$ cat config.mk
export PLATFORM = sky130hd
export DESIGN_NAME = imem_loader_flat
export DESIGN_NICKNAME = d
export VERILOG_FILES = /design/src/rtl/imem_loader_pkg.sv /design/src/rtl/imem_loader_if.sv /design/src/rtl/imem_loader_byte_assembler.sv /design/src/rtl/imem_loader.sv /design/src/flat_wrapper.sv
export SDC_FILE = /design/constraint.sdc
export NUM_CORES = 1
export LEC_CHECK = 0
export ABC_AREA = 1
export CAP_MARGIN = 20
export CORE_MARGIN = 8
export CORE_UTILIZATION = 55
export CTS_BUF_LIST = sky130_fd_sc_hd__clkbuf_4 sky130_fd_sc_hd__clkbuf_8 sky130_fd_sc_hd__clkbuf_16
export CTS_CLUSTER_SIZE = 16
export DETAILED_ROUTE_END_ITERATION = 12
export DONT_BUFFER_PORTS = 1
export PLACE_DENSITY = 0.81
export SLEW_MARGIN = 20
export SYNTH_ARGS = -nofsm -noshare
export SYNTH_HDL_FRONTEND = slang
export SYNTH_SLANG_ARGS = --single-unit
$ cat constraint.sdc
create_clock -name clk -period 1.54 [get_ports clk]
set_input_delay 0.154 -clock clk [delete_from_list [all_inputs] [get_ports clk]]
set_output_delay 0.154 -clock clk [all_outputs]
set_load 0.02 [all_outputs]
$ cat src/rtl/imem_loader_pkg.sv
// Shared types for the instruction-memory loader.
// Defines the loader FSM state type and the word size in bytes.
package loader_pkg;

   typedef enum logic [2:0] {
      S_LEN,
      S_DATA,
      S_CSUM,
      S_DONE,
      S_ERR
   } loader_state_t;

   localparam int BYTES_PER_WORD = 4;

endpackage

$ cat src/rtl/imem_loader_if.sv
// Byte-stream and imem-write bundle of the loader.
// master: loader side (takes rx bytes, drives imem writes); slave: peer side.
interface imem_loader_if;

   logic        rx_valid;
   logic [7:0]  rx_data;
   logic        rx_ready;
   logic        imem_we;
   logic [31:0] imem_addr;
   logic [31:0] imem_wdata;

   modport master (
      input  rx_valid,
      input  rx_data,
      output rx_ready,
      output imem_we,
      output imem_addr,
      output imem_wdata
   );

   modport slave (
      output rx_valid,
      output rx_data,
      input  rx_ready,
      input  imem_we,
      input  imem_addr,
      input  imem_wdata
   );

endinterface

$ cat src/rtl/imem_loader_byte_assembler.sv
// Packs little-endian bytes into 32-bit words.
// Ports: clk, rst, clear, byte_hs, rx_data in; word, word_valid out.
module byte_assembler
   import loader_pkg::*;
(
   input  logic        clk,
   input  logic        rst,
   input  logic        clear,
   input  logic        byte_hs,
   input  logic [7:0]  rx_data,
   output logic [31:0] word,
   output logic        word_valid
);

   localparam int CW = $clog2(BYTES_PER_WORD);

   logic [CW-1:0] cnt_q, cnt_d;
   logic [23:0]   sr_q, sr_d;

   // Bytes enter at the top and shift down, so after three
   // bytes sr holds {b2,b1,b0}; the fourth byte lands in [31:24].
   assign word       = {rx_data, sr_q};
   assign word_valid = byte_hs &&
                       (cnt_q == CW'(BYTES_PER_WORD - 1));

   always_comb begin
      cnt_d = cnt_q;
      sr_d  = sr_q;
      if (clear) begin
         cnt_d = '0;
         sr_d  = '0;
      end else if (byte_hs) begin
         cnt_d = cnt_q + CW'(1);
         sr_d  = {rx_data, sr_q[23:8]};
      end
   end

   always_ff @(posedge clk) begin
      if (rst) begin
         cnt_q <= '0;
         sr_q  <= '0;
      end else begin
         cnt_q <= cnt_d;
         sr_q  <= sr_d;
      end
   end

endmodule

$ cat src/rtl/imem_loader.sv
// Loads a LEN-prefixed program byte stream into imem; holds the core
// in reset until done. Ports: clk, rst, bus (imem_loader_if.master),
// load_req, core_rst, done, error. Option: IMEM_LOADER_CHECKSUM_EN.
module imem_loader
   import loader_pkg::*;
#(
   parameter int ADDR_WIDTH = 10
) (
   input  logic           clk,
   input  logic           rst,
   imem_loader_if.master  bus,
   input  logic           load_req,
   output logic           core_rst,
   output logic           done,
   output logic           error
);

   localparam int DEPTH = 1 << ADDR_WIDTH;
   localparam int IW    = ADDR_WIDTH + 1;

   loader_state_t state_q, state_d;
   logic [IW-1:0] word_idx_q, word_idx_d;
   logic [IW-1:0] n_q, n_d;
   logic          rx_ready_q, rx_ready_d;
   logic          we_q, we_d;
   logic [31:0]   addr_q, addr_d;
   logic [31:0]   wdata_q, wdata_d;
   logic          core_rst_q, core_rst_d;
`ifdef IMEM_LOADER_CHECKSUM_EN
   logic [31:0]   csum_q, csum_d;
`endif

   logic          byte_hs;
   logic          clear;
   logic [31:0]   word;
   logic          word_valid;

   assign byte_hs = bus.rx_valid && rx_ready_q;

   byte_assembler u_asm (
      .clk        (clk),
      .rst        (rst),
      .clear      (clear),
      .byte_hs    (byte_hs),
      .rx_data    (bus.rx_data),
      .word       (word),
      .word_valid (word_valid)
   );

   always_comb begin
      state_d    = state_q;
      word_idx_d = word_idx_q;
      n_d        = n_q;
      we_d       = 1'b0;
      addr_d     = addr_q;
      wdata_d    = wdata_q;
      clear      = 1'b0;
`ifdef IMEM_LOADER_CHECKSUM_EN
      csum_d     = csum_q;
`endif
      unique case (state_q)
         S_LEN: begin
            if (word_valid) begin
               if (word > 32'(DEPTH)) begin
                  state_d = S_ERR;
               end else if (word == '0) begin
`ifdef IMEM_LOADER_CHECKSUM_EN
                  csum_d  = '0;
                  state_d = S_CSUM;
`else
                  state_d = S_DONE;
`endif
               end else begin
                  n_d        = word[IW-1:0];
                  word_idx_d = '0;
`ifdef IMEM_LOADER_CHECKSUM_EN
                  csum_d     = '0;
`endif
                  state_d    = S_DATA;
               end
            end
         end
         S_DATA: begin
            if (word_valid) begin
               we_d       = 1'b1;
               addr_d     = 32'(word_idx_q) << 2;
               wdata_d    = word;
               word_idx_d = word_idx_q + IW'(1);
`ifdef IMEM_LOADER_CHECKSUM_EN
               csum_d     = csum_q + word;
`endif
               // Leave on the last word so the FSM state
               // changes on the same edge as its write strobe.
               if (word_idx_q == n_q - IW'(1)) begin
`ifdef IMEM_LOADER_CHECKSUM_EN
                  state_d = S_CSUM;
`else
                  state_d = S_DONE;
`endif
               end
            end
         end
`ifdef IMEM_LOADER_CHECKSUM_EN
         S_CSUM: begin
            if (word_valid) begin
               state_d = (word == csum_q) ? S_DONE : S_ERR;
            end
         end
`endif
         S_DONE, S_ERR: begin
            if (load_req) begin
               state_d    = S_LEN;
               clear      = 1'b1;
               word_idx_d = '0;
               n_d        = '0;
`ifdef IMEM_LOADER_CHECKSUM_EN
               csum_d     = '0;
`endif
            end
         end
         default: state_d = S_LEN;
      endcase

      rx_ready_d = (state_d == S_LEN) ||
                   (state_d == S_DATA) ||
                   (state_d == S_CSUM);
      // Release one cycle after entering DONE; reassert on the
      // same edge that leaves DONE.
      core_rst_d = (state_d != S_DONE) ||
                   (state_q != S_DONE);
   end

   always_ff @(posedge clk) begin
      if (rst) begin
         state_q    <= S_LEN;
         word_idx_q <= '0;
         n_q        <= '0;
         rx_ready_q <= 1'b0;
         we_q       <= 1'b0;
         addr_q     <= '0;
         wdata_q    <= '0;
         core_rst_q <= 1'b1;
`ifdef IMEM_LOADER_CHECKSUM_EN
         csum_q     <= '0;
`endif
      end else begin
         state_q    <= state_d;
         word_idx_q <= word_idx_d;
         n_q        <= n_d;
         rx_ready_q <= rx_ready_d;
         we_q       <= we_d;
         addr_q     <= addr_d;
         wdata_q    <= wdata_d;
         core_rst_q <= core_rst_d;
`ifdef IMEM_LOADER_CHECKSUM_EN
         csum_q     <= csum_d;
`endif
      end
   end

   assign bus.rx_ready   = rx_ready_q;
   assign bus.imem_we    = we_q;
   assign bus.imem_addr  = addr_q;
   assign bus.imem_wdata = wdata_q;
   assign core_rst       = core_rst_q;
   assign done           = (state_q == S_DONE);
   assign error          = (state_q == S_ERR);

endmodule

$ cat src/flat_wrapper.sv
// flat-port wrapper written by rule: the top's interface ports become plain ports
module imem_loader_flat import loader_pkg::*;
#(
   parameter int ADDR_WIDTH = 10
)
  (clk, rst, load_req, core_rst, done, error, bus_rx_valid, bus_rx_data, bus_rx_ready, bus_imem_we, bus_imem_addr, bus_imem_wdata);
  imem_loader_if bus_i ();
  input  logic clk;
  input  logic rst;
  input  logic load_req;
  output logic core_rst;
  output logic done;
  output logic error;
  input wire logic [$bits(bus_i.rx_valid)-1:0] bus_rx_valid;
  input wire logic [$bits(bus_i.rx_data)-1:0] bus_rx_data;
  output wire logic [$bits(bus_i.rx_ready)-1:0] bus_rx_ready;
  output wire logic [$bits(bus_i.imem_we)-1:0] bus_imem_we;
  output wire logic [$bits(bus_i.imem_addr)-1:0] bus_imem_addr;
  output wire logic [$bits(bus_i.imem_wdata)-1:0] bus_imem_wdata;
  assign bus_i.rx_valid = bus_rx_valid;
  assign bus_i.rx_data = bus_rx_data;
  assign bus_rx_ready = bus_i.rx_ready;
  assign bus_imem_we = bus_i.imem_we;
  assign bus_imem_addr = bus_i.imem_addr;
  assign bus_imem_wdata = bus_i.imem_wdata;
  imem_loader #(.ADDR_WIDTH(ADDR_WIDTH)) u_core (.clk(clk), .rst(rst), .bus(bus_i), .load_req(load_req), .core_rst(core_rst), .done(done), .error(error));
endmodule
**Word level (Yosys, flattened, before mapping)**

Index checks and enable logic that the tools add are counted.

- Flip-flop bits (word level): 97
- Word-level logic and storage cells: 65

- Add/subtract/negate cells: 3
- $lt $le $gt $ge: 1
- Equality and inequality tests: 14
- Muxes and demuxes: 20
- Bitwise logic cells: 1
- Reduce and logical (&&, ||, !) cells: 16

Operators with widths:

| kind | count |
|---|---|
| 11-bit 2-to-1 mux | 8 |
| 11-bit one-hot mux with 3 select lines | 1 |
| 32-bit by 11-bit greater-than comparator with 1-bit output, second input constant | 1 |
| 32-bit logical NOT | 1 |
| 11-bit one-hot mux with 2 select lines | 1 |
| 3-bit 2-to-1 mux | 5 |
| 11-bit by 1-bit adder with 11-bit output, second input constant | 1 |
| 11-bit equality test | 1 |
| 11-bit by 1-bit subtractor with 11-bit output, second input constant | 1 |
| 2-bit inequality test, second input constant | 5 |
| 3-bit one-hot mux with 3 select lines | 1 |
| 3-bit by 1-bit equality test with 1-bit output, second input constant | 2 |
| 3-bit by 2-bit equality test with 1-bit output, second input constant | 2 |
| 3-bit logical NOT | 2 |
| 3-bit by 2-bit inequality test with 1-bit output, second input constant | 2 |
| 6-bit AND reduction | 1 |
| 2-bit OR reduction | 3 |
| 5-bit AND reduction | 1 |
| 3-bit equality test, second input constant | 1 |
| 1-bit logical OR | 3 |
| 1-bit 2-to-1 mux | 3 |
| 3-bit nonzero test | 1 |
| 2-bit by 1-bit adder with 2-bit output, second input constant | 1 |
| 2-bit equality test, second input constant | 1 |
| other kinds (5) | 6 |

**Depth between registers and ports, before layout**

- Word-level depth: 8
- Mapped depth: 13
- Depth with buffers taken out: 13

**By module**

From an unflattened synthesis, not the netlist that was laid out.

- Cell total of the unflattened synthesis: 747
- Area total of the unflattened synthesis: 4880.9 um2

By module, submodules not included:

| module | times used | cells each | area an instance (um2) |
|---|---|---|---|
| imem_loader | 1 | 572 | 3718.6 |
| byte_assembler | 1 | 175 | 1162.4 |

**Worst setup path after synthesis**

OpenSTA, ideal clock, no wires.

- Path kind: reg2reg
- Start point: register u_core.rx_ready_q (netlist: u_core.bus.rx_ready)
- End point: register u_core.n_q[2]
- Setup time: 0.128 ns
- Arrival time: 1.392 ns
- Path slack: 0.020 ns
- Stages on the path, launching flop included: 10
- Path buffers: 2
- Period minus slack after synthesis: 1.520 ns
- Cells stage by stage: dfxtp_1 buf_4 nand3_1 inv_1 o22ai_2 a21oi_4 buf_4 nand3_1 nand2_1 nor2_1

- Longest elaborated chain between the ends: 4

Ends and longest elaborated chain:

| what | RTL line | text |
|---|---|---|
| from (decl) | imem_loader.sv:24 | `logic rx_ready_q, rx_ready_d;` |
| from (signal assigned) | imem_loader.sv:150 | `rx_ready_q <= rx_ready_d;` |
| 1-bit logical AND | imem_loader.sv:38 | `assign byte_hs = bus.rx_valid && rx_ready_q;` |
| 1-bit logical AND | imem_loader_byte_assembler.sv:23 | `assign word_valid = byte_hs &&` |
| 2-bit inequality test (no source line) | - |  |
| 5-bit AND reduction (no source line) | - |  |
| to (signal assigned) | imem_loader.sv:149 | `n_q <= n_d;` |
| to (decl) | imem_loader.sv:23 | `logic [IW-1:0] n_q, n_d;` |

No other way between the ends.
A chain may end at the register's enable or synchronous reset.

**Worst setup path after layout**

- Start point: register u_core.u_asm.sr_q[19]
- End point: register u_core.word_idx_q[6]

- Longest elaborated chain between the ends: 3
- Elaborated cells between the ends (all ways): 5
- Those cells by class: order compare: 1; eq/ne: 2; reduce/logical: 2

Ends and longest elaborated chain:

| what | RTL line | text |
|---|---|---|
| from (decl) | imem_loader_byte_assembler.sv:18 | `logic [23:0] sr_q, sr_d;` |
| from (signal assigned) | imem_loader_byte_assembler.sv:44 | `sr_q <= sr_d;` |
| 32-bit by 11-bit greater-than comparator with 1-bit output / 32-bit logical NOT (equally long branches) | imem_loader.sv:64, imem_loader.sv:66 |  |
| 2-bit inequality test (no source line) | - |  |
| 6-bit AND reduction (no source line) * | - |  |
| to (signal assigned) | imem_loader.sv:148 | `word_idx_q <= word_idx_d;` |
| to (decl) | imem_loader.sv:22 | `logic [IW-1:0] word_idx_q, word_idx_d;` |

Mark *: on every way between the ends. The rest lies on a longest branch, timed or not.

==> results.yml <==
global_route:
  grt_pass1_vias: 4345
  grt_max_degree: 38
  grt_pass1_wl_mm: 20.7
  overflow: 0
  antenna_found_initial: 0
  grt_usage_pct: 21.9
sta:
  period_needed_ns: 1.62
  slew_violations: 0
  slew_headroom_pct: 38.7
  tightest_slew_ns: 0.917
  finalCritPeriodShare_pct: 105
  setup_viol: 24
  fmax_mhz: 618
  rsz0062_at_grt: "true"
  hold_viol_final: 23
  hold_ws_ns: -0.168
  finClkSkew_ns: 0.0144
  setup_ws_ns: -0.0793
  fin_tns_setup_ns: -0.839
power_and_ir_drop:
  pwr_density_cell_mw_per_mm2: 794
  peakVddDrop_uv: 642
  leakage_nw: 2.52
drt:
  via_per_inst: 5.50
  routed_wl_mm: 13.4
  vias: 4683
  ant_nets: 0
  drc: 0
  drt_pre_antenna_iters: 5
  drt_iter0_drc: 390
  post_drt_wl_per_cell_um: 15.7
cells_and_area:
  fillers: 610
  syn_to_final_growth_pct: 24.4
  diodes: 0
  fin_nets: 756
  post-route-util_pct: 70.5
  drive_gt1_share_pct: 22.7
  final_cells: 851
place:
  pre_cts_ws_ns: -0.0887
  portBuffers: 0
  placed_cells: 816
  dp_hpwl_mm: 9.22
  gp_congestion: 0.928
logic_synthesis:
  syn_area_per_cell_um2: 6.78
  synth_edf_count: 0
  yosysWarnings: 0
  async_flop_share_pct: 0
  yosysUniqueCellTypes: 32
  syn-cell-area_mm2: 0.00466
  ys.flop_type: "dfxtp_1"
  ys_ff_latch: 97
  seq_area_frac_synth_pct: 41.7
  synthCells: 687
worst_setup_path:
  critPathTopFamily: "simple AND/OR/NAND/NOR gates"
  critPathBufInv: 1
  path_class: "reg2reg"
  start_kind: "register"
  worst_path_max_delay_cell: "dfxtp_2"
  crit_path_end_kind: "register"
  worstPathCellList: "nor2_2 > nand2_1 > nor2_1 > nand2_1 > nor2_4 > nand3_4 > nand2_8 > nand2_4 > buf_8 > nand2_4 > a21oi_2"
  required_ns: 1.81
  arrival_ns: 1.88
  crit_fanout: 6
  max_stage_delay_ns: 0.34
clock_network:
  cts_made_buffers: 9
  cts_tree: "yes"
  clk_latency_ns: 0.38
  root_buffer: "clkbuf_8"
  clockBufferDepth: 2
  clock-sinks: 97
  cts_hold_buffers: 12
  htree_levels: 3
  clkSlewWorstSetupHoldPaths_ns: 0.11
run:
  cap_violations: 0
die:
  die_h_um: 108
  core_mm2: 0.00822
  die_x_um: 108
  rows: 33
  num_io_pins: 81
  start_util_pct: 56.7
  dieArea_mm2: 0.0117
run_status:
  violations: "negative hold slack, negative setup slack"
  status: "finished with violations"
worst_hold_path:
  hp-class: "in2reg"
## final timing paths
kind | start | endpoint | slack [ns] | cells after the start
min reg2reg | u_core.u_asm.cnt_q[1]$_SDFFE_PP0P_ | u_core.u_asm.cnt_q[1]$_SDFFE_PP0P_ | 0.48 | 2
max reg2reg | u_core.u_asm.sr_q[19]$_SDFFE_PP0P_ | u_core.word_idx_q[6]$_SDFFE_PP0P_ | -0.08 | 11
min | rst | u_core.word_idx_q[0]$_SDFFE_PP0P_ | -0.17 | 1
max | u_core.u_asm.sr_q[19]$_SDFFE_PP0P_ | u_core.word_idx_q[6]$_SDFFE_PP0P_ | -0.08 | 11
## metrics by stage
step / instance area, µm² / power [mW] / hold WS [ns]
CTS: 5440 / 4.60 / -0.174
global placement: 5020 / 2.80 / 0.229
finish: 5800 / 4.60 / -0.168
global route: 5800 / 4.75 / -0.182
floorplan: 4730 / 2.80 / 0.223
detailed placement: 5020 / 2.80 / 0.232
## placed cells by master, fill, tap and decap left out, types with 2 or more instances in the layout
cell           instances
inv_1                 42
clkinv_8               2
xor2_1                 6
nand4_1                3
nor2_2                 9
clkbuf_8               9
buf_6                  4
a21oi_2                9
nor3_1                 3
nand2_1              147
o21ai_0               44
buf_8                  3
nand2_8                2
a21oi_1               53
nand3_4                4
nand3_1               56
nor2_4                 3
dlygate4sd3_1         12
dfxtp_2               13
nand3_2               11
nand3b_1               2
inv_2                  7
buf_12                 5
buf_4                 54
nand2_4                4
nor2_1                99
conb_1                21
nand2_2               15
dfxtp_1               84
nor3_2                 3
## cells by family after synthesis
logic type	count (synthesis)	synth area share, %
flip-flops	97	41.7
adder cells (fa/ha/maj)	3	0.806
AND/OR/NAND/NOR	362	32.4
XOR/XNOR	6	1.13
other	1	0.0805
buffers and inverters	106	11.2
AO/OA/AOI/OAI	112	12.6
## synthesized netlist by cell type (2+ instances only)
| cell type | count | area (µm²) |
|---|---|---|
| nand3b_1 | 2 | 15.0 |
| buf_4 | 28 | 210 |
| o21ai_0 | 44 | 220 |
| ha_1 | 3 | 37.5 |
| xor2_1 | 6 | 52.6 |
| nand2_1 | 164 | 616 |
| a21oi_1 | 62 | 310 |
| nand4_1 | 3 | 18.8 |
| nand3_1 | 70 | 350 |
| nor2_2 | 2 | 12.5 |
| inv_2 | 2 | 7.51 |
| nand2_2 | 3 | 18.8 |
| dfxtp_1 | 97 | 1940 |
| nor2_1 | 108 | 405 |
| inv_1 | 47 | 176 |
| clkbuf_1 | 19 | 71.3 |
| buf_2 | 8 | 40.0 |
| nor3_1 | 5 | 25.0 |
## layout make-up
class	instances	area (µm²)	area share [%]
clock buffer	9	124	2.14
clock inverter	7	98.8	1.71
inverter	50	190	3.28
multi-input combinational	504	2550	44.1
sequential	97	1960	33.8
tap	105	131	2.27
timing repair buffer	79	741	12.8
## timing repair
item | CTS | global route
gates cloned | 0 | 1
resized for setup | 21 | 76
buffers inserted | 2 | 4
setup endpoints to repair | 39 | 45
pin swaps | 7 | 28
hold endpoints to repair | 57 | 23
## registers in the layout (all words and copies together), names as in the netlist
signal	flops
u_core.bus.imem_wdata	32
u_core.u_asm.sr_q	24
u_core.bus.imem_addr	11
u_core.n_q	11
u_core.word_idx_q	11
u_core.state_q	3
u_core.u_asm.cnt_q	2
u_core.bus.imem_we	1
u_core.bus.rx_ready	1
u_core.core_rst	1
## routing by layer
metal	GRT usage [%]	wire length, µm	vias to the layer above
met3	4.94	1010	35
met1	24.0	5050	2189
met5	0	0	-
met4	11.7	451	0
met2	38.5	6880	185
li1	-	-	2274
## power breakdown
group	internal, mW	leakage, nW	switching [mW]	total, mW
Combinational	0.0914	1.62	0.171	0.262
Clock	0.797	0.107	1.00	1.80
Sequential	2.53	0.789	0.0137	2.54
Power figures use the tool's default switching activity.
